**config.mk**
```make
export PLATFORM = sky130hd
export DESIGN_NAME = z80_io_port_bank
export DESIGN_NICKNAME = d
export VERILOG_FILES = /design/src/rtl/z80_io_port_bank.sv
export SDC_FILE = /design/constraint.sdc
export NUM_CORES = 1
export LEC_CHECK = 0
export BUFFER_PORTS_ARGS = -buffer_cell sky130_fd_sc_hd__buf_2
export CORE_ASPECT_RATIO = 0.8
export CORE_UTILIZATION = 40
export DETAILED_ROUTE_END_ITERATION = 8
export PLACE_DENSITY = 0.69
export SLEW_MARGIN = 25
export SYNTH_ARGS = -nofsm -noshare
export SYNTH_HDL_FRONTEND = slang
export SYNTH_SLANG_ARGS = --single-unit
export TNS_END_PERCENT = 50
```
**constraint.sdc**
```tcl
create_clock -name clock -period 2.73 [get_ports clock]
set_input_delay 0.273 -clock clock [delete_from_list [all_inputs] [get_ports clock]]
set_output_delay 0.273 -clock clock [all_outputs]
set_load 0.02 [all_outputs]
```
**src/rtl/z80_io_port_bank.sv**
```systemverilog
// Z80 I/O port decoder and register bank for a contiguous, aligned block of NUM_PORTS addresses.
// Latency: port_out, strobes, cpu_din and din_oe change one clock after the strobe's falling edge is sampled.
// Backpressure: n_wait is held low for WAIT_CYCLES clocks per decoded access; new accesses wait for both strobes high.
module z80_io_port_bank #(
  parameter logic [7:0] BASE_ADDR   = 8'hFC,
  parameter int         NUM_PORTS   = 4,
  parameter int         WAIT_CYCLES = 2,
  parameter logic [7:0] OUT_RESET   = 8'h00
) (
  input  logic                     clock,
  input  logic                     n_reset,
  input  logic [7:0]               address,
  input  logic [7:0]               cpu_dout,
  input  logic                     n_iowrite,
  input  logic                     n_ioread,
  output logic [7:0]               cpu_din,
  output logic                     din_oe,
  output logic                     n_wait,
  input  logic [8*NUM_PORTS-1:0]   port_in,
  output logic [8*NUM_PORTS-1:0]   port_out,
  output logic [NUM_PORTS-1:0]     port_wr_pulse,
  output logic [NUM_PORTS-1:0]     port_rd_pulse
);

  localparam int IW = (NUM_PORTS > 1) ? $clog2(NUM_PORTS) : 1;
  localparam int CW = (WAIT_CYCLES > 1) ? $clog2(WAIT_CYCLES + 1) : 1;
  localparam logic [CW-1:0] WAIT_LOAD = CW'(WAIT_CYCLES);
  localparam logic [8:0]    ADDR_END  = {1'b0, BASE_ADDR} + 9'(NUM_PORTS);

  localparam logic [1:0] S_IDLE = 2'd0;
  localparam logic [1:0] S_WAIT = 2'd1;
  localparam logic [1:0] S_HOLD = 2'd2;
  // With no wait states the access goes straight to waiting for the strobe release.
  localparam logic [1:0] S_AFTER_START = (WAIT_CYCLES > 0) ? S_WAIT : S_HOLD;

  logic [1:0]             state_q, state_d;
  logic [CW-1:0]          cnt_q, cnt_d;
  logic                   prev_wr_q, prev_wr_d;
  logic                   prev_rd_q, prev_rd_d;
  logic [8*NUM_PORTS-1:0] port_out_q, port_out_d;
  logic [7:0]             cpu_din_q, cpu_din_d;
  logic                   din_oe_q, din_oe_d;
  logic [NUM_PORTS-1:0]   wr_pulse_q, wr_pulse_d;
  logic [NUM_PORTS-1:0]   rd_pulse_q, rd_pulse_d;

  logic          hit;
  logic [IW-1:0] acc_idx;
  logic          wr_start;
  logic          rd_start;

  // Address decode; 9-bit compare so a block ending at FF does not wrap.
  assign hit      = ({1'b0, address} >= {1'b0, BASE_ADDR}) && ({1'b0, address} < ADDR_END);
  assign acc_idx  = IW'(address - BASE_ADDR);
  assign wr_start = prev_wr_q & ~n_iowrite;
  assign rd_start = prev_rd_q & ~n_ioread;

  // Next-state logic: strobe edge detect, access start, wait countdown and release.
  // The port index is consumed only in the start cycle, so address changes later in the access have no effect.
  always_comb begin
    state_d    = state_q;
    cnt_d      = cnt_q;
    prev_wr_d  = n_iowrite;
    prev_rd_d  = n_ioread;
    port_out_d = port_out_q;
    cpu_din_d  = cpu_din_q;
    din_oe_d   = din_oe_q;
    wr_pulse_d = '0;
    rd_pulse_d = '0;

    if (din_oe_q && n_ioread) begin
      din_oe_d = 1'b0;
    end

    case (state_q)
      S_IDLE: begin
        if (wr_start && hit) begin
          for (int k = 0; k < NUM_PORTS; k++) begin
            if (int'(acc_idx) == k) begin
              port_out_d[8*k +: 8] = cpu_dout;
              wr_pulse_d[k]        = 1'b1;
            end
          end
          cnt_d   = WAIT_LOAD;
          state_d = S_AFTER_START;
        end else if (rd_start && hit) begin
          for (int k = 0; k < NUM_PORTS; k++) begin
            if (int'(acc_idx) == k) begin
              cpu_din_d     = port_in[8*k +: 8];
              rd_pulse_d[k] = 1'b1;
            end
          end
          din_oe_d = 1'b1;
          cnt_d    = WAIT_LOAD;
          state_d  = S_AFTER_START;
        end
      end
      S_WAIT: begin
        if (cnt_q <= CW'(1)) begin
          cnt_d   = '0;
          state_d = S_HOLD;
        end else begin
          cnt_d = cnt_q - CW'(1);
        end
      end
      S_HOLD: begin
        if (n_iowrite && n_ioread) begin
          state_d = S_IDLE;
        end
      end
      default: begin
        state_d = S_IDLE;
      end
    endcase
  end

  // State registers; reset also aborts any access in progress.
  always_ff @(posedge clock) begin
    if (!n_reset) begin
      state_q    <= S_IDLE;
      cnt_q      <= '0;
      prev_wr_q  <= 1'b0;
      prev_rd_q  <= 1'b0;
      port_out_q <= {NUM_PORTS{OUT_RESET}};
      cpu_din_q  <= 8'h00;
      din_oe_q   <= 1'b0;
      wr_pulse_q <= '0;
      rd_pulse_q <= '0;
    end else begin
      state_q    <= state_d;
      cnt_q      <= cnt_d;
      prev_wr_q  <= prev_wr_d;
      prev_rd_q  <= prev_rd_d;
      port_out_q <= port_out_d;
      cpu_din_q  <= cpu_din_d;
      din_oe_q   <= din_oe_d;
      wr_pulse_q <= wr_pulse_d;
      rd_pulse_q <= rd_pulse_d;
    end
  end

  assign n_wait        = (state_q != S_WAIT);
  assign cpu_din       = cpu_din_q;
  assign din_oe        = din_oe_q;
  assign port_out      = port_out_q;
  assign port_wr_pulse = wr_pulse_q;
  assign port_rd_pulse = rd_pulse_q;

endmodule

```
==> impl_metrics.prom <==
# TYPE chip_impl_metric gauge
chip_impl_info{name="run_status",value="complete, no violations"} 1
chip_impl_metric{name="chipWidth",unit="um"} 89.0
chip_impl_metric{name="clkSlewWorstSetupHoldPaths",unit="ns"} 0.09
chip_impl_metric{name="synth.top_cell.area_share",unit="%"} 45.5
chip_impl_metric{name="clock-sinks",unit=""} 55
chip_impl_metric{name="critPathRequiredTime",unit="ns"} 2.92
chip_impl_metric{name="worst-slew-pin-transition",unit="ns"} 0.726
chip_impl_metric{name="async_flop_share",unit="%"} 0
chip_impl_metric{name="portBuffers",unit=""} 101
chip_impl_metric{name="floorplan.rows",unit=""} 24
chip_impl_metric{name="total_nets_final",unit=""} 379
chip_impl_metric{name="postSynthNetCount",unit=""} 287
chip_impl_metric{name="worst_rel_slew_slack",unit="%"} 51.5
chip_impl_metric{name="final_setup_margin",unit="ns"} 0.909
chip_impl_info{name="critical_path.startpoint_type",value="flip-flop"} 1
chip_impl_metric{name="setup_total_negative_slack",unit="ns"} 0
chip_impl_info{name="grt_most_used_layer",value="met2"} 1
chip_impl_metric{name="final_wirelength",unit="mm"} 5.51
chip_impl_metric{name="ys_seq_elements",unit=""} 55
chip_impl_metric{name="synth.distinct_cells",unit=""} 35
chip_impl_metric{name="cts-root-to-sink-buffers",unit=""} 2
chip_impl_metric{name="leakagePower",unit="nW"} 1.53
chip_impl_metric{name="critical_path_arrival",unit="ns"} 2.01
chip_impl_metric{name="synth.avg_cell_area",unit="sq um"} 10.3
chip_impl_info{name="synthDominantAreaCellType",value="sky130_fd_sc_hd__dfxtp_1"} 1
chip_impl_info{name="cp_cell_sequence",value="nand4bb_4, or4_1, mux2i_1"} 1
chip_impl_metric{name="hold_slack",unit="ns"} 0.208
chip_impl_info{name="grt_setup_unrepaired",value="false"} 1
chip_impl_metric{name="first_global_vias",unit=""} 1956
chip_impl_metric{name="fillerInstances",unit=""} 554
chip_impl_metric{name="via_count_of_the_routed_design",unit=""} 1992
chip_impl_info{name="synth_ff_type",value="sky130_fd_sc_hd__dfxtp_1"} 1
chip_impl_metric{name="grt_overflow",unit=""} 0
chip_impl_metric{name="global_route.usage.total",unit="%"} 19.0
chip_impl_metric{name="drcViolationCount",unit=""} 0
chip_impl_metric{name="final_max_slew_viol_count",unit=""} 0
chip_impl_info{name="timing.critical_path.to_type",value="flip-flop"} 1
chip_impl_metric{name="post_cts.repair.setup_buffers",unit=""} 0
chip_impl_info{name="synth_top_family_by_area",value="multiplexers"} 1
chip_impl_metric{name="totalPowerFinal",unit="W"} 0.00155
chip_impl_metric{name="final_min_period_over_clock_period",unit="%"} 66.7
chip_impl_metric{name="gp_routability_congestion",unit=""} 0.754
chip_impl_metric{name="ctsHoldBuffers",unit=""} 0
chip_impl_info{name="clock_tree_from_tritoncts",value="yes"} 1
chip_impl_metric{name="post_cts_resized",unit=""} 0
chip_impl_metric{name="muxShareOfSynthArea",unit="%"} 20.7
chip_impl_metric{name="start_util",unit="%"} 42.9
chip_impl_metric{name="grt_antenna_before_repair",unit=""} 0
chip_impl_metric{name="grt_util_met3",unit="%"} 4.72
chip_impl_metric{name="synth_seq_area_share",unit="%"} 45.5
chip_impl_info{name="critical_path.slowest_cell",value="sky130_fd_sc_hd__or4_1"} 1
chip_impl_metric{name="antenna-diode-count",unit=""} 0
chip_impl_metric{name="die_outline_area",unit="sq um"} 6370
chip_impl_metric{name="syn-cell-area",unit="sq um"} 2420
chip_impl_info{name="layout.cells.most_common_list",value="sky130_fd_sc_hd__buf_2, sky130_fd_sc_hd__dfxtp_1, sky130_fd_sc_hd__nand2_1"} 1
chip_impl_metric{name="drtPass1Iterations",unit=""} 4
chip_impl_metric{name="synth_compound_area_share",unit="%"} 8.01
chip_impl_info{name="critical_path_class",value="flip-flop to flip-flop"} 1
chip_impl_metric{name="post_synth_xor_area_fraction",unit="%"} 0
chip_impl_metric{name="synth_edf_count",unit=""} 0
chip_impl_metric{name="crit_path_max_fanout",unit=""} 14
chip_impl_metric{name="cts_max_level",unit=""} 2
chip_impl_metric{name="finalSetupViolations",unit=""} 0
chip_impl_metric{name="detail_route.wl_per_cell",unit="um"} 13.6
chip_impl_metric{name="grt_pass1_wl",unit="mm"} 9.27
chip_impl_metric{name="grt_use_met1",unit="%"} 26.0
chip_impl_info{name="timing.hold.worst.class",value="input pin to flip-flop"} 1
chip_impl_info{name="largest_cells_by_area_after_synthesis",value="sky130_fd_sc_hd__dfxtp_1, sky130_fd_sc_hd__mux2i_1, sky130_fd_sc_hd__mux4_2"} 1
chip_impl_metric{name="post_synth_inst_count",unit=""} 235
chip_impl_metric{name="clk-insertion-delay-late",unit="ns"} 0.30
chip_impl_metric{name="top_level_i_o_count",unit=""} 102
chip_impl_metric{name="tritoncts.num_buffers",unit=""} 5
chip_impl_metric{name="area.growth.synth_to_final",unit="%"} 27.0
chip_impl_metric{name="floorplan.core_area",unit="sq um"} 5650
chip_impl_metric{name="maximum_number_of_pins_on_one_net_before_global_route_repair",unit=""} 58
chip_impl_metric{name="groute.layer.met2.usage",unit="%"} 29.5
chip_impl_metric{name="dp_worst_setup_slack",unit="ns"} 0.866
chip_impl_metric{name="power.density_cell_area",unit="nW/um^2"} 503
chip_impl_metric{name="crit_path_max_incr_delay",unit="ns"} 0.72
chip_impl_metric{name="ys.warnings.count",unit=""} 0
chip_impl_metric{name="max_freq",unit="MHz"} 549
chip_impl_metric{name="post_layout_nonfiller_instances",unit=""} 406
chip_impl_metric{name="post-place-cells",unit=""} 398
chip_impl_metric{name="drive_gt1_share",unit="%"} 38.4
chip_impl_metric{name="drtIter0Drc",unit=""} 86
chip_impl_metric{name="final_hold_violation_count",unit=""} 0
chip_impl_metric{name="final.min_clock_period",unit="ns"} 1.82
chip_impl_metric{name="drt.antenna.violating_nets",unit=""} 0
chip_impl_info{name="root_buffer",value="sky130_fd_sc_hd__clkbuf_8"} 1
chip_impl_metric{name="dpl.hpwl",unit="mm"} 4.19
chip_impl_metric{name="post_synth_and_or_nand_nor_area_fraction",unit="%"} 20.2
chip_impl_metric{name="synthAdderAreaFrac",unit="%"} 0
chip_impl_metric{name="worst_ir_drop_on_vdd",unit="mV"} 0.236
chip_impl_metric{name="max-cap-violations",unit=""} 0
chip_impl_info{name="layout.cells.most_common",value="sky130_fd_sc_hd__buf_2"} 1
chip_impl_metric{name="timing.clock.skew",unit="ns"} 0.00349
chip_impl_metric{name="route.detailed.vias_per_inst",unit=""} 4.91
chip_impl_metric{name="die_h",unit="um"} 71.6
-- flip-flops by register name, indices dropped and copies added, names as in the netlist --
signal	cells
cnt_q	2
cpu_din	8
din_oe	1
port_out	32
port_rd_pulse	4
port_wr_pulse	4
prev_rd_q	1
prev_wr_q	1
state_q	2
-- power breakdown --
part / internal, W / switching, W
Clock: 0.000366 / 0.000256
Sequential: 0.000804 / 0.000000994
Combinational: 0.0000566 / 0.0000630
Total: 0.00123 / 0.000320
-- final cells by class --
cell class                      instances  area [sq um]  area share [%]
Clock buffer                            6          72.6            2.36
Clock inverter                          2          60.1            1.95
Inverter                               10          37.5            1.22
Multi-Input combinational cell        152          1180            38.5
Sequential cell                        55          1100            35.8
Tap cell                               78          97.6            3.18
Timing Repair Buffer                  103           520            16.9
-- critical path, delay by kind of cell (launching register included) --
kind             cells  cell delay, ns
and+or+nand+nor      2            1.09
muxes                1            0.20
DFF                  1            0.41
-- per-stage QoR --
step / area [sq um] / util [%]
2_1_floorplan: 2420 / -
3_3_place_gp: 2940 / 52.1
3_5_place_dp: 2940 / 52.1
4_1_cts: 3070 / 54.4
5_1_grt: 3070 / 54.4
6_report: 3070 / 54.4
-- kinds of logic (layout without fill, tap and decap cells) --
family,after synthesis,count (layout)
simple gates,88,88
flops,55,55
mux,40,40
buf+inv,28,121
compound gates,24,24
-- metal layers --
metal  wire, um  part of all wire [%]
met1       2640                    48
met2       2520                    46
met3        278                   5.0
met5          0                     0
met4         65                   1.2
-- synthesized netlist by cell type (4+ instances only) --
cell,count
sky130_fd_sc_hd__and2_1,10
sky130_fd_sc_hd__and3_1,4
sky130_fd_sc_hd__clkbuf_1,11
sky130_fd_sc_hd__dfxtp_1,55
sky130_fd_sc_hd__inv_1,10
sky130_fd_sc_hd__mux2i_1,32
sky130_fd_sc_hd__mux4_2,8
sky130_fd_sc_hd__nand2_1,41
sky130_fd_sc_hd__nand2b_1,6
sky130_fd_sc_hd__nor4_1,5
sky130_fd_sc_hd__o31ai_1,8
sky130_fd_sc_hd__o41ai_1,8
-- final timing paths --
path / from / end / slack [ns] / cells after the start
setup / recovery: state_q[0] / port_out[2] / 0.91 / 3
hold / removal: n_ioread / prev_rd_q / 0.21 / 2
setup reg to reg: state_q[0] / port_out[2] / 0.91 / 3
hold reg to reg: port_out[30] / port_out[30] / 0.46 / 2
Note: power is estimated with default switching activity, not from simulation.
